$ cat config.mk
export PLATFORM = sky130hd
export DESIGN_NAME = ps2_scancode_decoder
export DESIGN_NICKNAME = d
export VERILOG_FILES = /design/src/rtl/ps2_morse_pkg.sv /design/src/rtl/ps2_scancode_decoder_char_fifo.sv /design/src/rtl/ps2_scancode_decoder.sv
export SDC_FILE = /design/constraint.sdc
export NUM_CORES = 1
export LEC_CHECK = 0
export ABC_AREA = 1
export CORE_MARGIN = 10
export CORE_UTILIZATION = 61
export DETAILED_ROUTE_END_ITERATION = 12
export PLACE_DENSITY = 0.89
export SYNTH_ARGS = -nofsm -noshare
export SYNTH_HDL_FRONTEND = slang
export SYNTH_SLANG_ARGS = --single-unit
$ cat constraint.sdc
create_clock -name clk -period 4.3 [get_ports clk]
set_clock_uncertainty 0.1 [all_clocks]
set_input_delay 0.86 -clock clk [delete_from_list [all_inputs] [get_ports clk]]
set_output_delay 0.86 -clock clk [all_outputs]
set_load 0.03 [all_outputs]
$ cat src/rtl/ps2_morse_pkg.sv
// Shared PS/2 set-2 definitions: prefix bytes, prefix FSM states and the
// make-code to uppercase ASCII table (also used by the Morse encoder).
package ps2_morse_pkg;

   localparam logic [7:0] PS2_BREAK = 8'hF0;
   localparam logic [7:0] PS2_EXT   = 8'hE0;

   typedef enum logic [1:0] {
      ST_IDLE    = 2'd0,
      ST_BRK     = 2'd1,
      ST_EXT     = 2'd2,
      ST_EXT_BRK = 2'd3
   } prefix_state_e;

   // Returns {hit, ascii}; hit=0 means the byte is not a supported make code.
   function automatic logic [8:0] scancode_to_ascii(input logic [7:0] code);
      logic       hit;
      logic [7:0] ascii;
      hit = 1'b1;
      case (code)
         8'h1C: ascii = 8'h41;  8'h32: ascii = 8'h42;  8'h21: ascii = 8'h43;
         8'h23: ascii = 8'h44;  8'h24: ascii = 8'h45;  8'h2B: ascii = 8'h46;
         8'h34: ascii = 8'h47;  8'h33: ascii = 8'h48;  8'h43: ascii = 8'h49;
         8'h3B: ascii = 8'h4A;  8'h42: ascii = 8'h4B;  8'h4B: ascii = 8'h4C;
         8'h3A: ascii = 8'h4D;  8'h31: ascii = 8'h4E;  8'h44: ascii = 8'h4F;
         8'h4D: ascii = 8'h50;  8'h15: ascii = 8'h51;  8'h2D: ascii = 8'h52;
         8'h1B: ascii = 8'h53;  8'h2C: ascii = 8'h54;  8'h3C: ascii = 8'h55;
         8'h2A: ascii = 8'h56;  8'h1D: ascii = 8'h57;  8'h22: ascii = 8'h58;
         8'h35: ascii = 8'h59;  8'h1A: ascii = 8'h5A;
         8'h45: ascii = 8'h30;  8'h16: ascii = 8'h31;  8'h1E: ascii = 8'h32;
         8'h26: ascii = 8'h33;  8'h25: ascii = 8'h34;  8'h2E: ascii = 8'h35;
         8'h36: ascii = 8'h36;  8'h3D: ascii = 8'h37;  8'h3E: ascii = 8'h38;
         8'h46: ascii = 8'h39;
         8'h29: ascii = 8'h20;
         default: begin
            hit   = 1'b0;
            ascii = 8'h00;
         end
      endcase
      return {hit, ascii};
   endfunction

endpackage

$ cat src/rtl/ps2_scancode_decoder_char_fifo.sv
// Synchronous character FIFO with a registered head word; a push and a pop in
// the same cycle are both honoured, even when full.
module char_fifo #(
   parameter  int DEPTH = 8,
   parameter  int WIDTH = 8,
   localparam int PTR_W = $clog2(DEPTH)
) (
   input  logic             clk,
   input  logic             rst,
   input  logic             push,
   input  logic [WIDTH-1:0] push_data,
   input  logic             pop,
   output logic             full,
   output logic             empty,
   output logic [PTR_W:0]   count,
   output logic [WIDTH-1:0] head
);

   localparam logic [PTR_W:0]   FULL_CNT = (PTR_W+1)'(DEPTH);
   localparam logic [PTR_W:0]   CNT_ONE  = (PTR_W+1)'(1);
   localparam logic [PTR_W-1:0] PTR_ONE  = PTR_W'(1);

   logic [WIDTH-1:0] mem_q [DEPTH];
   logic [WIDTH-1:0] mem_d [DEPTH];
   logic [PTR_W-1:0] wr_ptr_q, wr_ptr_d, rd_ptr_q, rd_ptr_d;
   logic [PTR_W:0]   count_q, count_d;
   logic [WIDTH-1:0] head_q, head_d;
   logic             push_ok_s, pop_ok_s;

   assign empty = (count_q == '0);
   assign full  = (count_q == FULL_CNT);
   assign count = count_q;
   assign head  = head_q;

   // Next-state for storage, pointers, occupancy and head word.
   always_comb begin
      mem_d    = mem_q;
      wr_ptr_d = wr_ptr_q;
      rd_ptr_d = rd_ptr_q;
      count_d  = count_q;
      head_d   = head_q;
      pop_ok_s  = pop && !empty;
      // A pop in the same cycle frees the slot a full FIFO needs.
      push_ok_s = push && (!full || pop_ok_s);
      if (push_ok_s) begin
         mem_d[wr_ptr_q] = push_data;
         wr_ptr_d        = wr_ptr_q + PTR_ONE;
      end else begin
         wr_ptr_d = wr_ptr_q;
      end
      if (pop_ok_s) begin
         rd_ptr_d = rd_ptr_q + PTR_ONE;
      end else begin
         rd_ptr_d = rd_ptr_q;
      end
      case ({push_ok_s, pop_ok_s})
         2'b10:   count_d = count_q + CNT_ONE;
         2'b01:   count_d = count_q - CNT_ONE;
         default: count_d = count_q;
      endcase
      // Head follows the post-edge read pointer; it holds when the FIFO drains.
      if (count_d != '0) begin
         head_d = mem_d[rd_ptr_d];
      end else begin
         head_d = head_q;
      end
   end

   // FIFO state registers.
   always_ff @(posedge clk or posedge rst) begin
      if (rst) begin
         mem_q    <= '{default: '0};
         wr_ptr_q <= '0;
         rd_ptr_q <= '0;
         count_q  <= '0;
         head_q   <= '0;
      end else begin
         mem_q    <= mem_d;
         wr_ptr_q <= wr_ptr_d;
         rd_ptr_q <= rd_ptr_d;
         count_q  <= count_d;
         head_q   <= head_d;
      end
   end

endmodule

$ cat src/rtl/ps2_scancode_decoder.sv
// PS/2 set-2 byte stream to ASCII characters: strips break/extended sequences,
// translates supported make codes and queues them behind a valid/ready port.
module ps2_scancode_decoder
   import ps2_morse_pkg::*;
#(
   parameter  int FIFO_DEPTH = 8,
   localparam int PTR_W      = $clog2(FIFO_DEPTH)
) (
   input  logic           clk,
   input  logic           rst,
   input  logic [7:0]     ps2_received_data,
   input  logic           ps2_received_data_strb,
   input  logic           char_ready,
   output logic           char_valid,
   output logic [7:0]     char_data,
   output logic [PTR_W:0] fifo_count,
   output logic           overflow
);

   prefix_state_e state_q, state_d;
   logic          overflow_q, overflow_d;
   logic          push_s, pop_s, full_s, empty_s;
   logic [7:0]    push_data_s;
   logic [8:0]    lookup_s;

   // Prefix FSM: only IDLE bytes are translated, everything after a prefix is dropped.
   always_comb begin
      state_d     = state_q;
      push_s      = 1'b0;
      push_data_s = 8'h00;
      lookup_s    = scancode_to_ascii(ps2_received_data);
      if (ps2_received_data_strb) begin
         case (state_q)
            ST_IDLE: begin
               if (ps2_received_data == PS2_BREAK) begin
                  state_d = ST_BRK;
               end else if (ps2_received_data == PS2_EXT) begin
                  state_d = ST_EXT;
               end else begin
                  push_s      = lookup_s[8];
                  push_data_s = lookup_s[7:0];
               end
            end
            ST_BRK:     state_d = ST_IDLE;
            ST_EXT: begin
               if (ps2_received_data == PS2_BREAK) begin
                  state_d = ST_EXT_BRK;
               end else begin
                  state_d = ST_IDLE;
               end
            end
            ST_EXT_BRK: state_d = ST_IDLE;
            default:    state_d = ST_IDLE;
         endcase
      end else begin
         state_d = state_q;
      end
   end

   assign char_valid = !empty_s;
   assign pop_s      = char_valid && char_ready;
   assign overflow   = overflow_q;

   // Sticky drop flag: a push into a full FIFO with no simultaneous pop.
   always_comb begin
      if (push_s && full_s && !pop_s) begin
         overflow_d = 1'b1;
      end else begin
         overflow_d = overflow_q;
      end
   end

   // Decoder state registers.
   always_ff @(posedge clk or posedge rst) begin
      if (rst) begin
         state_q    <= ST_IDLE;
         overflow_q <= 1'b0;
      end else begin
         state_q    <= state_d;
         overflow_q <= overflow_d;
      end
   end

   char_fifo #(
      .DEPTH (FIFO_DEPTH),
      .WIDTH (8)
   ) u_fifo (
      .clk       (clk),
      .rst       (rst),
      .push      (push_s),
      .push_data (push_data_s),
      .pop       (pop_s),
      .full      (full_s),
      .empty     (empty_s),
      .count     (fifo_count),
      .head      (char_data)
   );

endmodule

== After elaboration in Yosys (flattened, before gate mapping) ==
Index checks and enable logic that the tools add are counted.
Widths: inputs -> output; s select.
Cells by class
  add/sub/neg operators: 4
  magnitude comparators: 3
  equal/unequal tests: 46
  multiplexer cells: 23
  bitwise operators: 2
  reductions and logical operators: 16
Operators with widths (number)
  $pmux 7 s37: 1
  $eq 8x6->1 const B: 23
  $bwmux 64: 1
  $mux 64: 1
  $eq 8x5->1 const B: 7
  $eq 8x7->1 const B: 7
  $mux 8: 7
  $reduce_or 37->1: 1
  $bmux 8 s3: 1
  $demux 8 s3: 1
  $eq 8x8->1 const B: 2
  $ge 4x4->1 const B: 2
  $not 3->4: 2
  $pmux 4 s2: 1
  $add 3x1->3 const B: 2
  $eq 2x2->1 const B: 3
  $logic_and 1x1->1: 6
  $mux 2: 3
  $pmux 2 s3: 1
  $mux 1: 5
  $add 4x1->4 const B: 1
  $eq 2x1->1 const B: 2
  $eq 4x4->1 const B: 1
  $logic_not 4->1: 1
  other kinds (10): 12
Word-level totals
  flip-flop bits (word level): 85
  output and inout bits: 14

== Longest topological paths before layout ==
Gate-level depths: netlist (run 1).
  depth in word-level cells: 12
  mapped depth: 28
  gate-level depth less buffers: 25

== Modules after synthesis ==
From an unflattened synthesis (run 1), not the netlist that was laid out.
Second synthesis, totals
  cells, all modules: 898
  area total of the unflattened synthesis: 5908.2 sq um
Modules (own cells, without submodules)
  char_fifo: times used 1, cells an instance 699, area an instance 4977.3 sq um, seq. area each 2052.0 sq um
  ps2_scancode_decoder: times used 1, cells an instance 199, area an instance 930.9 sq um, seq. area each 75.1 sq um

== Worst setup path after synthesis (run 1) ==
Ideal clock, no wire load.
  path kind: input to register
  start point: in ps2_received_data[6]
  end point: reg u_fifo.head_q[0] (netlist: u_fifo.head[0])
  data arrival time: 3555 ps
  data required time: 4082 ps
  slack: 527 ps
  stages on the path: 25
  path buffers: 2
  cells stage by stage: inv_1 nand2_2 nor2_1 nand2_1 nand2_1 inv_1 nand2_1 nor2_1 nand3_2 nand3_1 buf_4 buf_4 ha_1 nand2_1 inv_1 nor2_1 ha_1 a21oi_1 xnor2_1 o21ai_0 nor3_1 nand2_1 inv_1 nand2_1 nand2_1
RTL lines
  from (decl): line ps2_scancode_decoder.sv:11  | input logic [7:0] ps2_received_data,
  $eq 8x6->1 (tied with other cells): line ps2_morse_pkg.sv:20  | case (code)
  $reduce_or 37->1 (no line)
  $mux 1: line ps2_morse_pkg.sv:20
  $mux 1: line ps2_scancode_decoder.sv:37  | end else if (ps2_received_data == PS2_EXT) begin
  $mux 1 (*): line ps2_scancode_decoder.sv:35  | if (ps2_received_data == PS2_BREAK) begin
  $mux 1 (*): line ps2_scancode_decoder.sv:33  | case (state_q)
  $mux 1 (*): line ps2_scancode_decoder.sv:32  | if (ps2_received_data_strb) begin
  $logic_and 1x1->1 (*): line ps2_scancode_decoder_char_fifo.sv:44  | push_ok_s = push && (!full || pop_ok_s);
  $eq 2x1->1 or $eq 2x2->1 (tied branches): line ps2_scancode_decoder_char_fifo.sv:56  | case ({push_ok_s, pop_ok_s})
  $pmux 4 s2 (*): line ps2_scancode_decoder_char_fifo.sv:56
  named net u_fifo.count_d[2]: line ps2_scancode_decoder_char_fifo.sv:26  | logic [PTR_W:0] count_q, count_d;
  $reduce_bool 4->1 (*): line ps2_scancode_decoder_char_fifo.sv:62  | if (count_d != '0) begin
  to (signal assigned): line ps2_scancode_decoder_char_fifo.sv:76  | head_q <= '0;
  to (signal assigned): line ps2_scancode_decoder_char_fifo.sv:82  | head_q <= head_d;
  to (decl): line ps2_scancode_decoder_char_fifo.sv:27  | logic [WIDTH-1:0] head_q, head_d;
The timed path passes the listed nets; every way through them passes the cells marked *. The select of a mux whose other input is x is not followed.
A chain may end at the register's enable or synchronous reset.

== Worst setup path after layout (run 1) ==
  start point: in ps2_received_data[4]
  end point: reg u_fifo.head_q[3] (netlist: u_fifo.head[3])
The elaborated chain is that of the path after synthesis.

==> results.toml, run 1 <==
[critical_path]
crit_type = "in -> reg"
worst-path-max-fanout = 6
timing.rr.end = "u_fifo.head[3]"
r2r_start = "u_fifo.count[1]"
rr_worst_depth = 18
crit_chain = "clkdlybuf4s50_1, inv_2, buf_4, nor2_1, nand2_1, nor2_1, nor2_1, nand3_1, nor2_1, nand3_2, nand3_2, ha_2, nand2_1, inv_1, nor2_1, ha_1, a21oi_1, xnor2_1, o21ai_0, nor3_1, nand2_2, buf_4, nand3_1, nand2_1"
path_common_cell = "nor2_1"
cp.required_ns = 4.46
slowest_delay_ns = 0.50
arrival_ns = 4.20
startpoint_type = "input pin"
slowest_stage = "clkdlybuf4s50_1"
end_kind = "flip-flop"
r2r_setup_slack_ns = 1.01

[min_path]
hold_path.class = "reg -> reg"
hold_end = "overflow"
whs_path_depth = 1
min_from = "overflow"

[yosys]
yosysUniqueCellTypes = 31
synth-adder-area-share = 0.0111
avgSynthCellArea_sq_um = 6.43
seq_area_frac_synth = 0.378
yosysTopAreaCellShare = 0.378
yosys.area_share.simple = 0.478
synth.largest_area_cell = "dfrtp_1"
synth-xor-area-share = 0.0109
yosysWarnings = 0
syn_area_sq_um = 5630
syn_inst = 876
synth_top_family_by_area = "simple AND/OR/NAND/NOR gates"
synth_seq_cells = 85
muxShareOfSynthArea = 0.00378
synth_fp_nets = 893
synthTopCellsByArea = "dfrtp_1 (38%), nand2_1 (25%), nand3_1 (12%)"
synth_compound_area_frac = 0.0500

[floorplanning]
num_rows = 34
ios = 26
initial_core_util = 0.636
dieHeight_microns = 116
core_sq_um = 8850
die_area_sq_um = 13500
dieWidth_microns = 116

[clock_tree]
clk_latency_ns = 0.37
clock_path_buffers = 2
htreeDepth = 3
cts_root_buf = "clkbuf_8"
ctsHoldBuffers = 0
tritoncts = "done"
numCtsBuffers = 9
clk_pin_slew_ns = 0.10
cts_sinks = 85

[power]
p_per_area_nw_per_um2 = 571
swShare = 0.485
clkPwrFrac = 0.174
pwr-share-seq = 0.290
switchingPower_mw = 1.73
p_leak_nw = 3.41
p_int_mw = 1.84
peakVddDrop_v = 0.000704
combPwrFrac = 0.536

[route]
routed_wl_mm = 16.1
via_count = 6103
wl_per_cell_microns = 16.0
drt-initial-drc-count = 795
viasPerCell = 6.05
ant_nets = 0
drc_errors = 0
first_pass_iters = 10

[cells_and_area]
final_net_count = 913
final_cell_mix = "nand2_1 (376), nand3_1 (131), dfrtp_1 (85)"
layout_commonest_cell = "nand2_1"
areaGrowthSynthToFinish_pct = 10.9
drive_gt1_frac = 0.0677
final-instance-count-excl-fill = 1009
fin_util = 0.706
nFillCells = 723
diodes = 0

[place]
dp_hpwl_mm = 11.0
dp.cells = 993
port_buffers = 25
place_congestion = 0.908

[sta]
timing.final.crit_share = 0.938
final.min_clock_period_ns = 4.03
max-slew-margin-rel = 0.261
max_freq_mhz = 248
tightest_slew_ns = 1.11
drv_slew = 0
hold_violations = 0
finalSetupViolCount = 0

[global_route]
grt_pass1_wl_mm = 27.2
antenna_found_initial = 0
grt_max_degree = 66
overflow = 0
grt.total_usage = 0.246
grt_pass1_vias = 5776

[flow_run]
drv_cap = 0

[run_status]
status = "completed"
## layout make-up
type	count	area, sq um	area share
clock buffer	10	138	0.0220
clock inverter	6	77.6	0.0124
inverter	47	178	0.0285
multi-input combinational	707	3160	0.506
sequential	85	2130	0.341
tap	108	135	0.0216
timing repair buffer	46	428	0.0685
## worst max-delay path, delay by kind of cell
kind | cells | cell delay (ns)
xor+xnor | 1 | 0.13
buf+inv | 5 | 0.96
simple gates | 14 | 1.56
compound gates | 2 | 0.29
fa+ha+maj | 2 | 0.38
## power groups by stage
| stage | logic, mW | registers [mW] | clock network, mW |
|---|---|---|---|
| after floorplan | 1.15 | 1.14 | 0 |
| after global placement | 1.81 | 1.04 | 0 |
| after detailed placement | 1.85 | 1.04 | 0 |
| after CTS | 1.87 | 1.03 | 0.623 |
| after global routing | 2.09 | 1.05 | 0.657 |
| final | 1.91 | 1.03 | 0.621 |
## sequential cells by signal (all words and copies together), names as in the netlist
signal,flops
u_fifo.mem_q,64
u_fifo.head,8
u_fifo.count,4
u_fifo.rd_ptr_q,3
u_fifo.wr_ptr_q,3
state_q,2
overflow,1
## metal layers
layer / track usage / routed length, microns / vias up
met5: 0 / 0 / -
met4: 0.108 / 518 / 0
met3: 0.0455 / 1550 / 59
met2: 0.384 / 7450 / 373
met1: 0.327 / 6580 / 2790
li1: - / - / 2881
## repair_timing
action,CTS,global route
endpoints found under the hold margin,0,0
setup buffers,0,0
gates resized for setup,0,12
endpoints found under the setup margin,0,8
## cell usage after synthesis
| master | number |
|---|---|
| xor2_1 | 3 |
| nand2_2 | 2 |
| and2_1 | 1 |
| dfrtp_1 | 85 |
| nand2_1 | 377 |
| inv_1 | 42 |
| nor2_1 | 89 |
| clkbuf_1 | 20 |
| buf_2 | 4 |
| a21oi_1 | 4 |
| nand4_1 | 34 |
| o21ai_0 | 35 |
| nand3_1 | 132 |
| ha_1 | 5 |
| buf_1 | 1 |
| mux2_2 | 1 |
| a31o_2 | 1 |
| o21a_1 | 7 |
| inv_2 | 3 |
| nor2_2 | 3 |
| buf_6 | 5 |
| o211ai_1 | 1 |
| o21ai_1 | 2 |
| nand3_2 | 1 |
| clkinv_1 | 2 |
| mux2i_1 | 1 |
| nor2_4 | 1 |
| o21bai_1 | 1 |
| buf_4 | 7 |
| nor3_1 | 2 |
| xnor2_1 | 4 |
## cell families (layout without fill, tap and decap cells)
group / count (synthesis) / count (layout)
AND/OR/NAND/NOR: 642 / 642
flip-flops: 85 / 85
buffers and inverters: 84 / 109
AO/OA/AOI/OAI: 51 / 51
XOR/XNOR: 7 / 7
adder cells (fa/ha/maj): 5 / 5
multiplexers: 2 / 2
## worst max path at each step
stage	from	endpoint	slack (ns)
detailed placement	ps2_received_data[4]	u_fifo.head[6]	-0.29
finish	ps2_received_data[4]	u_fifo.head[3]	0.27
CTS	ps2_received_data[4]	u_fifo.head[3]	0.07
global placement	ps2_received_data[5]	u_fifo.head[0]	-0.11
floorplan	ps2_received_data[6]	u_fifo.head[0]	0.53
global route	ps2_received_data[5]	u_fifo.head[3]	-0.08
## per-stage QoR
step / setup TNS [ns] / power (mW) / setup WS, ns / hold WS, ns / cell area, sq um
floorplan: 0 / 2.29 / 0.527 / 0.337 / 5630
global placement: -0.841 / 2.85 / -0.109 / 0.358 / 6000
detailed placement: -2.28 / 2.90 / -0.294 / 0.362 / 6000
CTS: 0 / 3.52 / 0.0682 / 0.388 / 6210
global route: -0.235 / 3.79 / -0.0752 / 0.426 / 6240
finish: 0 / 3.57 / 0.266 / 0.379 / 6240
Note: power is estimated with default switching activity, not from simulation.
==> inputs of run 2 (changes only) <==
--- a/config.mk
+++ b/config.mk
@@ -7,9 +7,10 @@
 export LEC_CHECK = 0
 export ABC_AREA = 1
 export CORE_MARGIN = 10
-export CORE_UTILIZATION = 61
+export CORE_UTILIZATION = 55
 export DETAILED_ROUTE_END_ITERATION = 12
-export PLACE_DENSITY = 0.89
+export HOLD_SLACK_MARGIN = 0.1
+export PLACE_DENSITY = 0.86
 export SYNTH_ARGS = -nofsm -noshare
 export SYNTH_HDL_FRONTEND = slang
 export SYNTH_SLANG_ARGS = --single-unit
==> constraint.sdc (replaced) <==
create_clock -name clk -period 3.56 [get_ports clk]
set_clock_uncertainty 0.1 [all_clocks]
set_input_delay 0.712 -clock clk [delete_from_list [all_inputs] [get_ports clk]]
set_output_delay 0.712 -clock clk [all_outputs]
set_load 0.03 [all_outputs]
==> results.toml, run 2 (synthesis results as in run 1) <==
[critical_path]
worst-path-max-fanout = 8
arrival_ns = 3.61
crit_chain = "dlygate4sd2_1, inv_2, nand2_2, buf_6, nor2_4, nand2_1, nand2_2, nor2_1, nand2_1, nor2_2, nand3_2, nand3_2, ha_4, nand2_1, inv_1, nor2_2, ha_4, mux2i_1, inv_1, nor3_4, nand2_4, inv_6, nand2_1, nand2_1"
startpoint_type = "input pin"
slowest_delay_ns = 0.28
cp.required_ns = 3.77
end_kind = "flip-flop"
rr_worst_depth = 17
slowest_stage = "nor3_4"
crit_type = "in -> reg"
path_common_cell = "nand2_1"

[clock_tree]
tritoncts = "done"
numCtsBuffers = 9
clk_latency_ns = 0.37
cts_root_buf = "clkbuf_8"
clock_path_buffers = 2
cts_sinks = 85
htreeDepth = 3
clk_pin_slew_ns = 0.09

[route]
ant_nets = 0
via_count = 6310
wl_per_cell_microns = 15.4
first_pass_iters = 6
routed_wl_mm = 17.0
drt-initial-drc-count = 590
drc_errors = 0
viasPerCell = 5.72

[sta]
timing.final.crit_share = 0.953
hold_violations = 0
tns_ns = 0
tightest_slew_ns = 0.812
drv_slew = 0
fin_ws_ns = 0.168
max_freq_mhz = 295
holdWs_ns = 0.387
max-slew-margin-rel = 0.458
final.min_clock_period_ns = 3.39
finalSetupViolCount = 0

[cells_and_area]
largest_register_ffs = 64
layout_commonest_cell = "nand2_1"
top_register = "u_fifo.mem_q"
final_net_count = 983
fin_util = 0.708
final_cell_mix = "nand2_1 (355), nand3_1 (131), dfrtp_1 (85)"
diodes = 0
drive_gt1_frac = 0.185
areaGrowthSynthToFinish_pct = 24.1

[floorplanning]
initial_core_util = 0.571
num_rows = 36
ios = 26
die_area_sq_um = 14700
core_sq_um = 9860
dieWidth_microns = 121
dieHeight_microns = 121

[place]
dp_hpwl_mm = 11.2
port_buffers = 25
dp_slack_ns = -0.865
place_congestion = 0.915

[global_route]
overflow = 0
grt_max_degree = 66
grt.total_usage = 0.229
grt_pass1_vias = 5818
antenna_found_initial = 0
grt_pass1_wl_mm = 28.0

[min_path]
hold_path.class = "reg -> reg"
whs_path_depth = 1

[power]
p_leak_nw = 3.75
totalPowerFinal_mw = 4.55
p_per_area_nw_per_um2 = 652
peakVddDrop_v = 0.000728

[run_status]
status = "completed"

[flow_run]
drv_cap = 0
run 2: changes by cell type in the layout (fill, tap and decap cells not counted), moves of 4 or more:
cell / before / now
buf_4: 20 / 84
clkdlybuf4s50_1: 22 / 17
dlygate4sd2_1: 0 / 6
inv_1: 40 / 36
nand2_1: 376 / 355
nand2_2: 3 / 24
nor2_1: 83 / 67
nor2_2: 7 / 18
nor2_4: 3 / 9
run 2: area by class of cell:
| cell class | count | area, sq um |
|---|---|---|
| Tap cell | 133 | 166 |
| Clock buffer | 9 | 124 |
| Clock inverter | 7 | 80.1 |
| Sequential cell | 85 | 2130 |
| Inverter | 47 | 183 |
| Fill cell | 778 | 2880 |
| Multi-Input combinational cell | 709 | 3370 |
| Timing Repair Buffer | 114 | 942 |
run 2: final timing paths:
kind / slack, ns / start / end
setup reg to reg: 0.72 / u_fifo.count[1] / u_fifo.head[1]
setup / recovery: 0.17 / ps2_received_data[6] / u_fifo.head[1]
min in group asynchronous: 0.67 / rst / u_fifo.mem_q[46]
hold reg to reg: 0.39 / overflow / overflow
hold / removal: 0.39 / overflow / overflow
max in group asynchronous: 1.99 / rst / u_fifo.mem_q[0]
run 2: power breakdown:
group / switching, mW / internal, mW
clock: 0.397 / 0.336
combinational: 1.68 / 0.872
sequential: 0.139 / 1.13
total: 2.22 / 2.34
run 2: stage by stage:
stage | cells | area, sq um
floorplan | 876 | 5630
global placement | 1079 | 6500
detailed placement | 1079 | 6500
CTS | 1100 | 6870
global route | 1104 | 6990
finish | 1104 | 6990
run 2: repair_timing:
action,in CTS,in global routing
pin swaps,15,10
setup endpoints to repair,8,8
setup buffers,3,4
gates cloned,2,0
gates resized for setup,55,28
hold buffers,0,0
run 2: per-layer routing:
metal	global-route usage	wire length, microns	part of all wire	up-vias
li1	-	-	-	3022
met1	0.306	7290	0.43	2928
met2	0.364	7860	0.46	313
met3	0.0423	1400	0.083	47
met4	0.0760	433	0.026	0
met5	0	0	0	-
run 2: worst max-delay path, delay by kind of cell:
| kind | cells | cell delay, ns |
|---|---|---|
| adder cells (fa/ha/maj) | 2 | 0.40 |
| multiplexers | 1 | 0.12 |
| buffers and inverters | 6 | 0.73 |
| AND/OR/NAND/NOR | 15 | 1.65 |
==> inputs of run 3 (changes only) <==
--- a/config.mk
+++ b/config.mk
@@ -7,10 +7,10 @@
 export LEC_CHECK = 0
 export ABC_AREA = 1
 export CORE_MARGIN = 10
-export CORE_UTILIZATION = 55
+export CORE_UTILIZATION = 66
 export DETAILED_ROUTE_END_ITERATION = 12
 export HOLD_SLACK_MARGIN = 0.1
-export PLACE_DENSITY = 0.86
+export PLACE_DENSITY = 0.95
 export SYNTH_ARGS = -nofsm -noshare
 export SYNTH_HDL_FRONTEND = slang
 export SYNTH_SLANG_ARGS = --single-unit
==> constraint.sdc (replaced) <==
create_clock -name clk -period 4.3 [get_ports clk]
set_clock_uncertainty 0.1 [all_clocks]
set_input_delay 0.86 -clock clk [delete_from_list [all_inputs] [get_ports clk]]
set_output_delay 0.86 -clock clk [all_outputs]
set_load 0.03 [all_outputs]
==> results.toml, run 3 (synthesis results as in run 1) <==
[run_status]
status = "completed"

[flow_run]
drv_cap = 0

[power]
switchingPower_mw = 1.76
p_per_area_nw_per_um2 = 580
pwr-share-seq = 0.286
combPwrFrac = 0.534
clkPwrFrac = 0.180
p_leak_nw = 3.42
p_int_mw = 1.88
swShare = 0.484
peakVddDrop_v = 0.000890
totalPowerFinal_mw = 3.64

[clock_tree]
htreeDepth = 3
ctsHoldBuffers = 0
clk_pin_slew_ns = 0.09
cts_sinks = 85
numCtsBuffers = 9
cts_root_buf = "clkbuf_8"
cts_setup_buffers = 0
clock_path_buffers = 2
clk_latency_ns = 0.36
tritoncts = "done"

[floorplanning]
die_area_sq_um = 12600
initial_core_util = 0.682
dieWidth_microns = 112
ios = 26
core_sq_um = 8260
dieHeight_microns = 112
num_rows = 33

[cells_and_area]
design_area_sq_um = 6280
largest_register_ffs = 64
ff_latch_area_sq_um = 2130
top_register = "u_fifo.mem_q"
final_cell_mix = "nand2_1 (376), nand3_1 (131), dfrtp_1 (85)"
final-instance-count-excl-fill = 1006
nFillCells = 627
final_net_count = 914
diodes = 0
areaGrowthSynthToFinish_pct = 11.5
layout_commonest_cell = "nand2_1"
drive_gt1_frac = 0.0688
multi_input_area_sq_um = 3160

[global_route]
grt_max_degree = 86
grt_pass1_wl_mm = 27.8
overflow = 0
grt_pass1_vias = 5993
grt.total_usage = 0.262
antenna_found_initial = 0

[critical_path]
cp.required_ns = 4.46
crit_buf_inv = 4
startpoint_type = "input pin"
slowest_delay_ns = 0.57
crit_type = "in -> reg"
worst-path-max-fanout = 6
end_kind = "flip-flop"
crit_chain = "clkdlybuf4s50_1, buf_4, nor2_1, nand2_1, nor2_1, nor2_1, nand3_1, nor2_2, nand3_2, nand3_2, ha_2, nand2_1, inv_1, nor2_1, ha_1, a21oi_1, xnor2_1, o21ai_0, nor3_1, nand2_2, buf_4, nand3_1, nand2_1"
slowest_stage = "clkdlybuf4s50_1"
path_delay_family = "simple AND/OR/NAND/NOR gates"
arrival_ns = 4.21
path_common_cell = "nor2_1"

[sta]
holdWs_ns = 0.379
hold_violations = 0
finalSetupViolCount = 0
tightest_slew_ns = 0.718
max-slew-margin-rel = 0.521
drv_slew = 0
final.min_clock_period_ns = 4.05
max_freq_mhz = 247
timing.final.crit_share = 0.942
tns_ns = 0
rsz0062_at_grt = "no"

[route]
drc_errors = 0
first_pass_iters = 7
ant_nets = 0
routed_wl_mm = 16.9
via_count = 6303
viasPerCell = 6.27
drt-initial-drc-count = 931
wl_per_cell_microns = 16.8

[place]
place_congestion = 1.01
dp_hpwl_mm = 11.3
dpl_cell_area_sq_um = 6030
port_buffers = 25
dp.cells = 991

[min_path]
hold_path.class = "reg -> reg"
==> run 3: changes by cell type in the layout (fill, tap and decap cells not counted), moves of 4 or more <==
cell             delta
buf_4              -65
clkdlybuf4s50_1     +6
dlygate4sd2_1       -6
inv_1               +4
nand2_1            +21
nand2_2            -21
nor2_1             +15
nor2_2             -10
nor2_4              -6
==> run 3: final timing paths <==
kind / from / to / slack [ns] / depth (start not counted)
worst min-delay path: overflow / overflow / 0.38 / 1
min in group asynchronous: rst / u_fifo.mem_q[59] / 0.77 / 3
worst max-delay path: ps2_received_data[5] / u_fifo.head[5] / 0.25 / 23
max in group asynchronous: rst / u_fifo.mem_q[7] / 2.92 / 3
worst max register to register: u_fifo.count[1] / u_fifo.head[5] / 0.97 / 18
worst min register to register: overflow / overflow / 0.38 / 1
==> run 3: cell type report <==
class / count / area share
clock buffers: 9 / 0.0197
clock inverters: 6 / 0.0153
inverters: 47 / 0.0283
multi-input cells: 707 / 0.504
repair buffers: 47 / 0.0730
well taps: 105 / 0.0209
flip-flops and latches: 85 / 0.339
==> run 3: routing by layer <==
layer,vias up,GRT usage,share of wire
met5,-,0,0
met2,464,0.416,0.47
met3,93,0.0682,0.11
met1,2865,0.317,0.38
met4,0,0.146,0.045
li1,2881,-,-
==> run 3: what timing repair did <==
item	CTS	global route
hold endpoints to repair	0	0
endpoints found under the setup margin	0	8
gates resized for setup	0	12
==> run 3: power groups by stage <==
stage	combinational, mW	clock (mW)	sequential (mW)
2_1_floorplan	1.15	0	1.14
3_3_place_gp	1.80	0	1.04
3_5_place_dp	1.86	0	1.05
4_1_cts	1.88	0.648	1.04
5_1_grt	2.10	0.683	1.05
6_report	1.94	0.655	1.04
==> run 3: worst reg2reg max path, stage by stage (launching register included) <==
cell     delay [ns]
dfrtp_1        0.46
nor2_1         0.17
nand3_1        0.11
nand2_1        0.24
nand4_1        0.22
nand3_2        0.16
ha_2           0.21
nand2_1        0.08
inv_1          0.07
nor2_1         0.05
ha_1           0.17
a21oi_1        0.16
xnor2_1        0.14
o21ai_0        0.15
nor3_1         0.26
nand2_2        0.16
buf_4          0.19
nand3_1        0.08
nand2_1        0.06
==> run 3: metrics by stage <==
| step | setup slack (ns) | util |
|---|---|---|
| finish | 0.249 | 0.760 |
| floorplan | 0.527 | - |
| detailed placement | -0.259 | 0.730 |
| global route | 0.00128 | 0.760 |
| CTS | 0.0146 | 0.757 |
| global placement | -0.0734 | 0.730 |
